==> src/rtl/fr_pkg.sv <==
// Shared definitions for the frame-pulse generator: FSM state type and default sizing.
package fr_pkg;

  // 50000 clk cycles per tick gives 1 ms at 50 MHz.
  localparam int unsigned CLK_DIV_DEF = 50000;
  localparam int unsigned CNT_W_DEF   = 16;

  typedef enum logic [1:0] {
    IDLE = 2'd0,
    LOW  = 2'd1,
    GAP  = 2'd2
  } fr_state_e;

endpackage

==> src/rtl/fr_tick_gen.sv <==
// Prescaler producing a one-cycle tick every CLK_DIV enabled clk cycles.
module fr_tick_gen
  import fr_pkg::*;
#(
  parameter int unsigned CLK_DIV = CLK_DIV_DEF
) (
  input  logic clk,
  input  logic rst,
  input  logic i_clr,
  input  logic i_en,
  output logic o_tick
);

  localparam int unsigned PW = (CLK_DIV > 1) ? $clog2(CLK_DIV) : 1;
  localparam logic [PW-1:0] LAST = PW'(CLK_DIV - 1);

  logic [PW-1:0] r_presc;

  assign o_tick = i_en && (r_presc == LAST);

  // Count 0..CLK_DIV-1 while enabled; clear has priority over counting.
  always_ff @(posedge clk or posedge rst) begin
    if (rst) begin
      r_presc <= '0;
    end else if (i_clr) begin
      r_presc <= '0;
    end else if (i_en) begin
      r_presc <= o_tick ? '0 : r_presc + PW'(1);
    end
  end

endmodule

==> src/rtl/fr_pulse_gen.sv <==
// Emulated active-low sensor line: trains of reps+1 low pulses separated by high gaps,
// with phase lengths counted in prescaler ticks.
module fr_pulse_gen
  import fr_pkg::*;
#(
  parameter int unsigned CLK_DIV = CLK_DIV_DEF,
  parameter int unsigned CNT_W   = CNT_W_DEF
) (
  input  logic             clk,
  input  logic             rst,
  input  logic             start,
  input  logic             abort,
  input  logic [CNT_W-1:0] low_ticks,
  input  logic [CNT_W-1:0] high_ticks,
  input  logic [7:0]       reps,
  output logic             fr_out,
  output logic             busy,
  output logic             done
);

  fr_state_e        r_state, w_state_nxt;
  logic [CNT_W-1:0] r_cnt, w_cnt_nxt;
  logic [CNT_W-1:0] r_low, w_low_nxt;
  logic [CNT_W-1:0] r_high, w_high_nxt;
  logic [7:0]       r_reps_left, w_reps_left_nxt;
  logic             r_fr_out, w_fr_out_nxt;
  logic             r_done, w_done_nxt;

  logic             w_tick;
  logic             w_presc_clr;
  logic             w_presc_en;
  logic [CNT_W-1:0] w_target;
  logic             w_phase_end;

  // Prescaler idles cleared outside a train so every phase starts on a fresh tick period.
  assign w_presc_en  = (r_state != IDLE);
  assign w_presc_clr = (r_state == IDLE) || abort;

  fr_tick_gen #(
    .CLK_DIV(CLK_DIV)
  ) u_tick_gen (
    .clk   (clk),
    .rst   (rst),
    .i_clr (w_presc_clr),
    .i_en  (w_presc_en),
    .o_tick(w_tick)
  );

  // A zero gap length would never match the counter, so it is stretched to one tick.
  assign w_target = (r_state == GAP) ? ((r_high == '0) ? CNT_W'(1) : r_high) : r_low;

  // Widened compare so counter+1 cannot wrap at the top of the range.
  assign w_phase_end = w_tick &&
                       (({1'b0, r_cnt} + (CNT_W + 1)'(1)) == {1'b0, w_target});

  assign fr_out = r_fr_out;
  assign busy   = (r_state != IDLE);
  assign done   = r_done;

  // Next-state logic; abort overrides start and phase completion.
  always_comb begin
    w_state_nxt     = r_state;
    w_cnt_nxt       = r_cnt;
    w_low_nxt       = r_low;
    w_high_nxt      = r_high;
    w_reps_left_nxt = r_reps_left;
    w_fr_out_nxt    = r_fr_out;
    w_done_nxt      = 1'b0;

    if (abort) begin
      w_state_nxt     = IDLE;
      w_cnt_nxt       = '0;
      w_reps_left_nxt = '0;
      w_fr_out_nxt    = 1'b1;
    end else begin
      case (r_state)
        IDLE: begin
          if (start) begin
            if (low_ticks != '0) begin
              w_low_nxt       = low_ticks;
              w_high_nxt      = high_ticks;
              w_reps_left_nxt = reps;
              w_cnt_nxt       = '0;
              w_fr_out_nxt    = 1'b0;
              w_state_nxt     = LOW;
            end else begin
              // Empty train: report completion without touching the line.
              w_done_nxt = 1'b1;
            end
          end
        end
        LOW: begin
          if (w_phase_end) begin
            w_cnt_nxt    = '0;
            w_fr_out_nxt = 1'b1;
            if (r_reps_left == '0) begin
              w_done_nxt  = 1'b1;
              w_state_nxt = IDLE;
            end else begin
              w_reps_left_nxt = r_reps_left - 8'd1;
              w_state_nxt     = GAP;
            end
          end else if (w_tick) begin
            w_cnt_nxt = r_cnt + CNT_W'(1);
          end
        end
        GAP: begin
          if (w_phase_end) begin
            w_cnt_nxt    = '0;
            w_fr_out_nxt = 1'b0;
            w_state_nxt  = LOW;
          end else if (w_tick) begin
            w_cnt_nxt = r_cnt + CNT_W'(1);
          end
        end
        default: begin
          w_state_nxt  = IDLE;
          w_cnt_nxt    = '0;
          w_fr_out_nxt = 1'b1;
        end
      endcase
    end
  end

  // State registers; reset drives the line high immediately.
  always_ff @(posedge clk or posedge rst) begin
    if (rst) begin
      r_state     <= IDLE;
      r_cnt       <= '0;
      r_low       <= '0;
      r_high      <= '0;
      r_reps_left <= '0;
      r_fr_out    <= 1'b1;
      r_done      <= 1'b0;
    end else begin
      r_state     <= w_state_nxt;
      r_cnt       <= w_cnt_nxt;
      r_low       <= w_low_nxt;
      r_high      <= w_high_nxt;
      r_reps_left <= w_reps_left_nxt;
      r_fr_out    <= w_fr_out_nxt;
      r_done      <= w_done_nxt;
    end
  end

endmodule
==> config.mk <==
export PLATFORM = sky130hd
export DESIGN_NAME = fr_pulse_gen
export DESIGN_NICKNAME = d
export VERILOG_FILES = /design/src/rtl/fr_pkg.sv /design/src/rtl/fr_tick_gen.sv /design/src/rtl/fr_pulse_gen.sv
export SDC_FILE = /design/constraint.sdc
export NUM_CORES = 1
export LEC_CHECK = 0
export BUFFER_PORTS_ARGS = -buffer_cell sky130_fd_sc_hd__buf_4
export CORE_MARGIN = 2
export CORE_UTILIZATION = 39
export CTS_CLUSTER_SIZE = 24
export DETAILED_ROUTE_END_ITERATION = 10
export PLACE_DENSITY_LB_ADDON = 0.1
export SYNTH_ARGS = -nofsm -noshare
export SYNTH_HDL_FRONTEND = slang
export SYNTH_SLANG_ARGS = --single-unit
==> constraint.sdc <==
create_clock -name clk -period 8.2 [get_ports clk]
set_input_delay 1.64 -clock clk [delete_from_list [all_inputs] [get_ports clk]]
set_output_delay 1.64 -clock clk [all_outputs]
set_load 0.01 [all_outputs]
# After elaboration in Yosys (flattened, before gate mapping)
# Cells that the tools add are included.
# totals
reg_bits	76
in_bits	44
output_inout_bits	3
elab_cells	74
# classes
add_sub_neg	4
n_eq_ne	10
n_mux	36
bitwise_logic	1
n_reduce_logical	15
# op_table
op	n
two-way mux 16 bit	10
two-way mux 8 bit	5
adder 16 x 1 -> 16 bit (second input constant)	2
case mux 16 bit (2 select lines)	1
adder 16 x 1 -> 17 bit (second input constant)	1
== test 17 x 16 -> 1 bit	1
== test 16 bit (second input constant)	1
logical NOT 16 bit	1
case mux 8 bit (2 select lines)	1
nonzero test 16 bit	1
two-way mux 2 bit	6
inequality test 3 bit (second input constant)	4
two-way mux 1 bit	10
logical NOT 8 bit	1
AND reduction 4 bit	2
subtractor 8 x 1 -> 8 bit (second input constant)	1
case mux 2 bit (3 select lines)	1
AND reduction 5 bit	1
inequality test 4 x 1 -> 1 bit (second input constant)	1
nonzero test 2 bit	2
inequality test 3 x 2 -> 1 bit (second input constant)	1
case mux 1 bit (3 select lines)	1
AND reduction 3 bit	1
nonzero test 3 bit	1
8 further kinds	9

# Depth between registers and ports, before layout
# Gate-level depths: netlist (run 1).
# logic_depth
depth_word	8
ltp_mapped	13
depth_no_buf	10

# Hierarchy
# From an unflattened synthesis (run 1), not the netlist that was laid out.
# unflattened
cells_unflattened	481
hier_area_um2	4703.3
# by_module_without_submodules
mod	n_inst	cells_each	area_each_um2	seq_area_each_um2
fr_pulse_gen	1	374	3764.9	1502.7
fr_tick_gen	1	107	938.4	400.4

# Worst setup path after synthesis (run 1)
# Ideal clock, no wire load.
# synth_timing
path_type	flip-flop to flip-flop
startpoint	reg r_state[0]
endpoint	reg r_reps_left[1]
setup_time_ps	80
arrival_time_ps	3092
required_ps	8120
setup_slack_ps	5027
path_stages_with_launch	11
path_buffers	0
period_less_slack_ps	3173
cell_sequence	dfrtp_1 inv_1 ha_1 or4b_4 nor4_4 nand4_1 or4_1 or3_1 or2_1 or4_4 o211ai_2
# synth_via
elab_chain_cells	6
elab_cells_between_ends	16
classes_between	eq/ne (7); mux (3); reduce/logical (6)
# synth_rtl
item	line_no	text
from (decl)	fr_pulse_gen.sv:21	fr_state_e r_state, w_state_nxt;
from (signal assigned)	fr_pulse_gen.sv:136	r_state <= w_state_nxt;
== test 2 bit	fr_pulse_gen.sv:50	assign w_target = (r_state == GAP) ? ((r_high == '0) ? CNT_W'(1) : r_high) : r_low;
two-way mux 16 bit	fr_pulse_gen.sv:50	
== test 17 x 16 -> 1 bit	fr_pulse_gen.sv:54	(({1'b0, r_cnt} + (CNT_W + 1)'(1)) == {1'b0, w_target});
logical AND 1 bit	fr_pulse_gen.sv:53	assign w_phase_end = w_tick &&
inequality test 3 bit (no source line)	n/a	
AND reduction 5 bit (no source line)	n/a	
to (signal assigned)	fr_pulse_gen.sv:140	r_reps_left <= w_reps_left_nxt;
to (decl)	fr_pulse_gen.sv:25	logic [7:0] r_reps_left, w_reps_left_nxt;
# Several ways; a longest one is shown, not always the timed one.
# A chain may end at the register's enable or synchronous reset.

# Final worst setup path (run 1)
# layout_timing
startpoint	reg r_state[0]
endpoint	reg r_cnt[2]
# layout_via
elab_chain_cells	7
elab_cells_between_ends	16
classes_between	eq/ne (6); mux (4); reduce/logical (6)
# layout_rtl
item	line_no	text
== test 2 bit	fr_pulse_gen.sv:50, fr_pulse_gen.sv:76	
two-way mux 16 bit	fr_pulse_gen.sv:50	
== test 17 x 16 -> 1 bit	fr_pulse_gen.sv:54	
logical AND 1 bit	fr_pulse_gen.sv:53	
two-way mux 16 bit	fr_pulse_gen.sv:93	if (w_phase_end) begin
case mux 16 bit (2 select lines)	fr_pulse_gen.sv:76	case (r_state)
two-way mux 16 bit	fr_pulse_gen.sv:70	if (abort) begin
to (signal assigned)	fr_pulse_gen.sv:137	r_cnt <= w_cnt_nxt;
to (decl)	fr_pulse_gen.sv:22	logic [CNT_W-1:0] r_cnt, w_cnt_nxt;
# Several ways; a longest one is shown, not always the timed one.

==> metrics.md, run 1 <==
| Metric | Value |
|---|---|
| Final worst path period need | 4.36 ns |
| CTS resizes | 0 |
| Post-Route WL | 10500 um |
| Gp weighted congestion | 0.827 |
| Routed Antenna Nets | 0 |
| Pin count of the biggest net entering global routing | 77 |
| Met3 WL post-DR | 454 um |
| Core area | 11300 um^2 |
| FILL cells | 1095 |
| Post-CTS setup buffers | 0 |
| Maximum clock rate | 0.229 GHz |
| Slowest cell on the critical path | o21ai_0 |
| Detailed-router iteration count before antenna repair | 5 |
| Peak supply drop | 0.000124 V |
| Clock Path Buffers | 2 |
| Relative slew slack | 25.3% |
| RSZ-0062 raised after global routing | false |
| WP buf/inv | 1 |
| CTS root buf | clkbuf_16 |
| Mean Syn Cell Area | 9.93 um^2 |
| Cells after DPL | 622 |
| Critical path endpoint category | register |
| Clock Latency Late Sink | 0.34 ns |
| Synth Warn # | 0 |
| Asr flop ratio synth | 100% |
| Leakage power | 2.19 nW |
| Initial Utilization | 39.6% |
| First-pass GRT wire length | 17700 um |
| CTS tree | done |
| Initial DRC count | 104 |
| Crit-path max FO | 20 |
| Vias in the first global route | 3482 |
| Post-cts hold buffer count | 0 |
| Clock Skews | 0.00924 ns |
| Hold_ws | 0.457 ns |
| WL per Instance | 16.4 um |
| Yosys cell types | 60 |
| Status | completed |
| Syn-to-layout area delta | 17.6% |
| Worst Hold Class | register to register |
| Largest stage delay on the critical path | 0.93 ns |
| Top sig layer | met4 |
| Synth Net Count | 502 |
| Worst EP arrival | 4.58 ns |
| Layout Cells excl Fill | 638 |
| EDFF count, synth | 0 |
| Worst path cell trace | inv_1, ha_1, mux2_2, or4_1, a211o_1, nand3b_1, nand4_1, o21ai_0, nor2_1, a22o_1 |
| CTS Sinks | 76 |
| DR vias | 3512 |
| Layout Nets | 541 |
| Syn Inst Count | 451 |
| Kind of critical path | register to register |
| Routed wire length on met2 | 4530 um |
| Crit path required time | 8.42 ns |
| Syn Std Cell Area | 4480 um^2 |
| Ant. Diodes | 0 |
| DRC errors left | 0 |
| CTS buffer count | 9 |
| Final setup TNS | 0 ns |
| Cell family with most CP delay | compound AO/OA/AOI/OAI gates |
| Vias per inst | 5.50 |
| Post-Route M1 WL | 5300 um |
| Seq/Total Area, Yosys | 42.5% |
| Detail Placement HPWL | 7800 um |
| Crit start category | register |
| Io pins | 47 |
| Die W | 111 um |
| Share of post-route cells with drive strength above 1 | 23.6% |
| # setup viols final | 0 |
| Max cap viols | 0 |
| Pins over their slew limit | 0 |
| Post-synth top flop | dfrtp_1 |
| H-tree depth | 3 |
| Initial antenna violation count | 0 |
| Power per cell area | 307 nW/um^2 |
| Grt ovf | 0 |
| Yosys reg bits | 76 |
| I/O Buffers | 46 |
| Die area | 12400 um^2 |
| Final hold viol count | 0 |
| Final period util | 53.2% |
| GRT Resource Usage Total | 17.9% |
| # rows | 39 |
| Clock transition at path regs | 0.06 ns |
| Slew @ Worst Pin | 1.11 ns |
| Chip Height | 111 um |
| Pwr Total | 1.62 mW |
==> cell usage after synthesis (4+ instances only) <==
library cell	count	area (um^2)
nand2b_1	4	25.0
nor2b_1	4	25.0
nand4_1	13	81.3
buf_2	8	40.0
o21ai_0	16	80.1
ha_1	7	87.6
nor2_1	41	154
inv_1	14	52.6
a31oi_1	4	25.0
mux2i_1	18	180
xor2_1	13	114
nand2_1	33	124
or4_1	6	45.0
mux2_2	36	405
nand3_1	19	95.1
a22o_1	4	35.0
xnor2_1	21	184
and3_1	7	43.8
clkbuf_1	5	18.8
dfrtp_1	75	1880
nor3_1	17	85.1
buf_4	4	30.0
nor4_1	12	75.1
or3_1	4	25.0
a21oi_1	12	60.1
==> kinds of logic (layout without fill, tap and decap cells) <==
logic type / after synthesis / count (layout) / share of synthesized area [%]
simple gates: 181 / 181 / 22.2
flops: 76 / 76 / 42.5
compound gates: 64 / 64 / 9.78
mux: 54 / 54 / 13.1
xor+xnor: 35 / 35 / 7.15
buf+inv: 34 / 78 / 3.41
fa+ha+maj: 7 / 7 / 1.96
==> registers in the layout (all words and copies together), names as in the netlist <==
register	cells
r_high	16
r_reps_left	8
done	1
r_low	16
r_state	2
u_tick_gen.r_presc	16
fr_out	1
r_cnt	16
==> final cells by class <==
| type | instances | area [um^2] | share of cell area (%) |
|---|---|---|---|
| clock inverters | 7 | 123 | 2.33 |
| clock buffers | 9 | 225 | 4.28 |
| inverters | 14 | 52.6 | 0.998 |
| well taps | 143 | 179 | 3.40 |
| multi-input cells | 341 | 2420 | 46.0 |
| repair buffers | 48 | 360 | 6.84 |
| flip-flops and latches | 76 | 1900 | 36.1 |
==> placed cells by master (no fill, tap or decap), types with 2 or more instances in the layout <==
cell type / synthesis / routed
a21o_1: 3 / 3
nand2b_1: 4 / 4
a31o_2: 2 / 2
o311a_2: 2 / 2
xnor2_1: 21 / 21
or4_1: 6 / 6
clkbuf_16: 0 / 9
o2bb2ai_1: 3 / 3
bufinv_16: 0 / 3
mux2i_1: 18 / 18
ha_1: 7 / 7
o21ai_0: 16 / 16
nand3_1: 19 / 19
buf_4: 4 / 48
nand4_1: 13 / 13
nor4_4: 2 / 2
xor2_1: 13 / 13
nand3b_1: 3 / 3
inv_1: 14 / 13
nor2b_1: 4 / 4
nor4b_1: 2 / 2
o311ai_0: 2 / 2
nand2_1: 33 / 33
and2_1: 3 / 3
mux2_2: 36 / 36
nor3_1: 17 / 17
dfrtp_1: 75 / 75
o21a_1: 3 / 3
clkinvlp_4: 0 / 2
and3_1: 7 / 7
o31ai_1: 2 / 2
nor4_1: 12 / 12
nor2_1: 41 / 41
a31oi_1: 4 / 4
or3_1: 4 / 4
o211ai_1: 2 / 2
a21oi_1: 12 / 12
a22o_1: 4 / 4
==> final timing paths <==
| path | from | slack (ns) | endpoint | cells after the start |
|---|---|---|---|---|
| setup / recovery | r_state[0]$_DFFE_PP0P_ | 3.84 | r_cnt[2]$_DFFE_PP0P_ | 10 |
| hold reg to reg | u_tick_gen.r_presc[0]$_DFFE_PP0P_ | 0.46 | u_tick_gen.r_presc[0]$_DFFE_PP0P_ | 1 |
| min in group asynchronous | rst | 1.61 | r_high[0]$_DFFE_PP0P_ | 3 |
| max in group asynchronous | rst | 5.97 | r_cnt[4]$_DFFE_PP0P_ | 3 |
| hold / removal | u_tick_gen.r_presc[0]$_DFFE_PP0P_ | 0.46 | u_tick_gen.r_presc[0]$_DFFE_PP0P_ | 1 |
| setup reg to reg | r_state[0]$_DFFE_PP0P_ | 3.84 | r_cnt[2]$_DFFE_PP0P_ | 10 |
==> per-stage QoR <==
step / util [%] / area, um^2 / setup slack [ns]
after floorplan: - / 4480 / 4.62
after global placement: 43.4 / 4920 / 3.90
after detailed placement: 43.4 / 4920 / 3.80
after CTS: 46.5 / 5270 / 3.79
after global routing: 46.5 / 5270 / 3.37
final: 46.5 / 5270 / 3.84
==> layer usage <==
metal  up-vias  track usage, %
li1       1727               -
met1      1697            26.6
met2        76            26.0
met3        12            3.34
met4         0            6.26
met5         -               0
==> power by group <==
part | internal [mW] | leakage (nW) | switching (mW) | total [mW]
logic | 0.265 | 1.05 | 0.311 | 0.576
clock network | 0.299 | 0.162 | 0.164 | 0.462
registers | 0.487 | 0.979 | 0.0917 | 0.579
Power figures use the tool's default switching activity.
==> run 2: changes to the inputs <==
==> constraint.sdc (replaced) <==
create_clock -name clk -period 3.75 [get_ports clk]
set_input_delay 0.75 -clock clk [delete_from_list [all_inputs] [get_ports clk]]
set_output_delay 0.75 -clock clk [all_outputs]
set_load 0.01 [all_outputs]
==> run 2 against run 1 <==
Cell count increased by 0.78%. Cell area increased by 0.86%. Via count rose by 1.1%. Hold slack better by 0.0016 ns. Clock power increased by 120%. Global-route usage increased by 0.35 points. Sequential share of layout area shrank 0.31 points. Fmax grew 28%.
==> metrics.md, run 2 (synthesis gave the netlist of run 1 again) <==
| Metric | Value |
|---|---|
| Share of post-route cells with drive strength above 1 | 24.4% (+0.76 points) |
| Placed instance area | 4970 um^2 (+1.0%) |
| R2R Path Start | r_state[0]$_DFFE_PP0P_ |
| Final setup TNS | 0 ns (unchanged) |
| Detail Placement HPWL | 7840 um (+0.55%) |
| Pwr Total | 3.55 mW (+120%) |
| Crit start category | register |
| Final period util | 90.6% (+37 points) |
| Reg2Reg Depth | 10 (unchanged) |
| Most frequent cells in the layout | dfrtp_1, buf_4, nor2_1 |
| Detailed-router iteration count before antenna repair | 5 (unchanged) |
| Initial DRC count | 218 (+110%) |
| Final worst-path setup slack | 0.353 ns (-3.48 ns) |
| Die area | 12400 um^2 (unchanged) |
| Crit-path max FO | 4 (-80%) |
| Cell family with most CP delay | simple AND/OR/NAND/NOR gates |
| Vias in the first global route | 3551 (+2.0%) |
| CTS tree | done |
| Crit path required time | 4.01 ns (-4.41 ns) |
| Maximum clock rate | 0.294 GHz (+28%) |
| RSZ-0062 raised after global routing | false |
| Clock Path Buffers | 2 (unchanged) |
| CTS Sinks | 76 (unchanged) |
| Relative slew slack | 47.4% (+22 points) |
| DR vias | 3552 (+1.1%) |
| Slew @ Worst Pin | 0.788 ns (-0.321 ns) |
| WP depth | 10 (unchanged) |
| Post-Route WL | 10600 um (+1.3%) |
| # setup viols final | 0 (unchanged) |
| Worst path cell trace | inv_1, ha_1, or4b_4, nor4_4, nand4_1, or4_1, or3_1, or2_1, or4_4, o211ai_2 |
| FILL cells | 1110 (+1.4%) |
| Worst slack at placement | 0.240 ns (-3.56 ns) |
| Pins over their slew limit | 0 (unchanged) |
| Worst EP arrival | 3.66 ns (-0.92 ns) |
| Critical path endpoint category | register |
| H-tree depth | 3 (unchanged) |
| Critical Path End | r_reps_left[1]$_DFFE_PP0P_ |
| CTS buffer count | 9 (unchanged) |
| Leakage power | 2.22 nW (+1.3%) |
| Grt ovf | 0 (unchanged) |
| Post-CTS setup buffers | 0 (unchanged) |
| FF-to-FF End | r_reps_left[1]$_DFFE_PP0P_ |
| Kind of critical path | register to register |
| Finished layout cell area | 5310 um^2 (+0.86%) |
| Layout Nets | 546 (+0.92%) |
| Max cap viols | 0 (unchanged) |
| Clock Latency Late Sink | 0.34 ns (about the same) |
| Gp weighted congestion | 0.841 (+1.7%) |
| Most common cell after layout, fill and taps aside | dfrtp_1 |
| Initial antenna violation count | 0 (unchanged) |
| Core area | 11300 um^2 (unchanged) |
| Syn-to-layout area delta | 18.6% |
| Largest stage delay on the critical path | 0.52 ns (-0.41 ns) |
| Status | completed |
| # rows | 39 (unchanged) |
| Post-cts hold buffer count | 0 (unchanged) |
| Slowest cell on the critical path | or4b_4 |
| Ant. Diodes | 0 (unchanged) |
| R2R Setup Slk | 0.35 ns (-3.48 ns) |
| Peak supply drop | 0.000265 V (+110%) |
| Die W | 111 um (unchanged) |
| Routed Antenna Nets | 0 (unchanged) |
| Io pins | 47 (unchanged) |
| CTS root buf | clkbuf_16 |
| Final worst path period need | 3.40 ns (-0.965 ns) |
| GRT Resource Usage Total | 18.2% (+0.35 points) |
| Final hold viol count | 0 (unchanged) |
| Clock transition at path regs | 0.06 ns (about the same) |
| Vias per inst | 5.52 (+0.35%) |
| Critical Path Start | r_state[0]$_DFFE_PP0P_ |
| Clock Skews | 0.00735 ns (-0.00189 ns) |
| DRC errors left | 0 (unchanged) |
| Worst Hold Class | register to register |
| Pin count of the biggest net entering global routing | 41 (-47%) |
| Initial Utilization | 39.6% (unchanged) |
| I/O Buffers | 46 (unchanged) |
| Chip Height | 111 um (unchanged) |
| WL per Instance | 16.5 um (+0.46%) |
| WP buf/inv | 1 (unchanged) |
| First-pass GRT wire length | 18200 um (+2.4%) |
| Power per cell area | 668 nW/um^2 (+120%) |
[run 2: changes by cell type in the layout (fill, tap and decap cells not counted), sizes merged]
cell / change
buf: +5
clkinvlp: -1
clkbuf: +1
[run 2: timing repair]
item / CTS / global route
setup endpoints to repair: 0 / 4
resized for setup: 0 / 1
endpoints found under the hold margin: 0 / 0
[run 2: worst min path at each step]
stage | from | end | slack (ns) | cells after the start
6_report | u_tick_gen.r_presc[0]$_DFFE_PP0P_ | u_tick_gen.r_presc[0]$_DFFE_PP0P_ | 0.46 | 1
5_1_grt | u_tick_gen.r_presc[0]$_DFFE_PP0P_ | u_tick_gen.r_presc[0]$_DFFE_PP0P_ | 0.50 | 1
4_1_cts | u_tick_gen.r_presc[0]$_DFFE_PP0P_ | u_tick_gen.r_presc[0]$_DFFE_PP0P_ | 0.47 | 1
3_5_place_dp | u_tick_gen.r_presc[0]$_DFFE_PP0P_ | u_tick_gen.r_presc[0]$_DFFE_PP0P_ | 0.46 | 1
3_3_place_gp | u_tick_gen.r_presc[0]$_DFFE_PP0P_ | u_tick_gen.r_presc[0]$_DFFE_PP0P_ | 0.45 | 1
2_1_floorplan | u_tick_gen.r_presc[0]$_DFFE_PP0P_ | u_tick_gen.r_presc[0]$_DFFE_PP0P_ | 0.43 | 1
[run 2: routing by layer]
| layer | GRT usage [%] | routed length (um) | vias up |
|---|---|---|---|
| li1 | - | - | 1727 |
| met1 | 27.3 | 5330 | 1728 |
| met2 | 26.2 | 4670 | 88 |
| met3 | 3.99 | 475 | 9 |
| met4 | 5.68 | 128 | 0 |
| met5 | 0 | 0 | - |
[run 2: cell type report]
cell class | count | area [um^2] | area share, %
clock buffer | 10 | 229 | 4.31
sequential | 76 | 1900 | 35.8
multi-input combinational | 341 | 2430 | 45.7
timing repair buffer | 53 | 410 | 7.73
clock inverter | 6 | 111 | 2.10
tap | 143 | 179 | 3.37
inverter | 14 | 52.6 | 0.989
[run 2: power breakdown]
group	total [mW]	switching [mW]	internal (mW)
clock	0.996	0.345	0.651
combinational	1.28	0.686	0.596
sequential	1.27	0.206	1.06
[run 2: through the flow]
| stage | hold slack, ns | utilization, % | instances |
|---|---|---|---|
| final | 0.458 | 46.9 | 643 |
| after CTS | 0.465 | 46.9 | 643 |
| after detailed placement | 0.458 | 43.9 | 627 |
| after global placement | 0.448 | 43.9 | 627 |
| after global routing | 0.504 | 46.9 | 643 |
| after floorplan | 0.425 | - | 451 |
[run 2: worst register-to-register path: stages (launching register included)]
cell and delay (ns):
dfrtp_1 0.39, inv_1 0.10, ha_1 0.26, or4b_4 0.52, nor4_4 0.29, nand4_1 0.11, or4_1 0.40, or3_1 0.38
or2_1 0.27, or4_4 0.52, o211ai_2 0.08
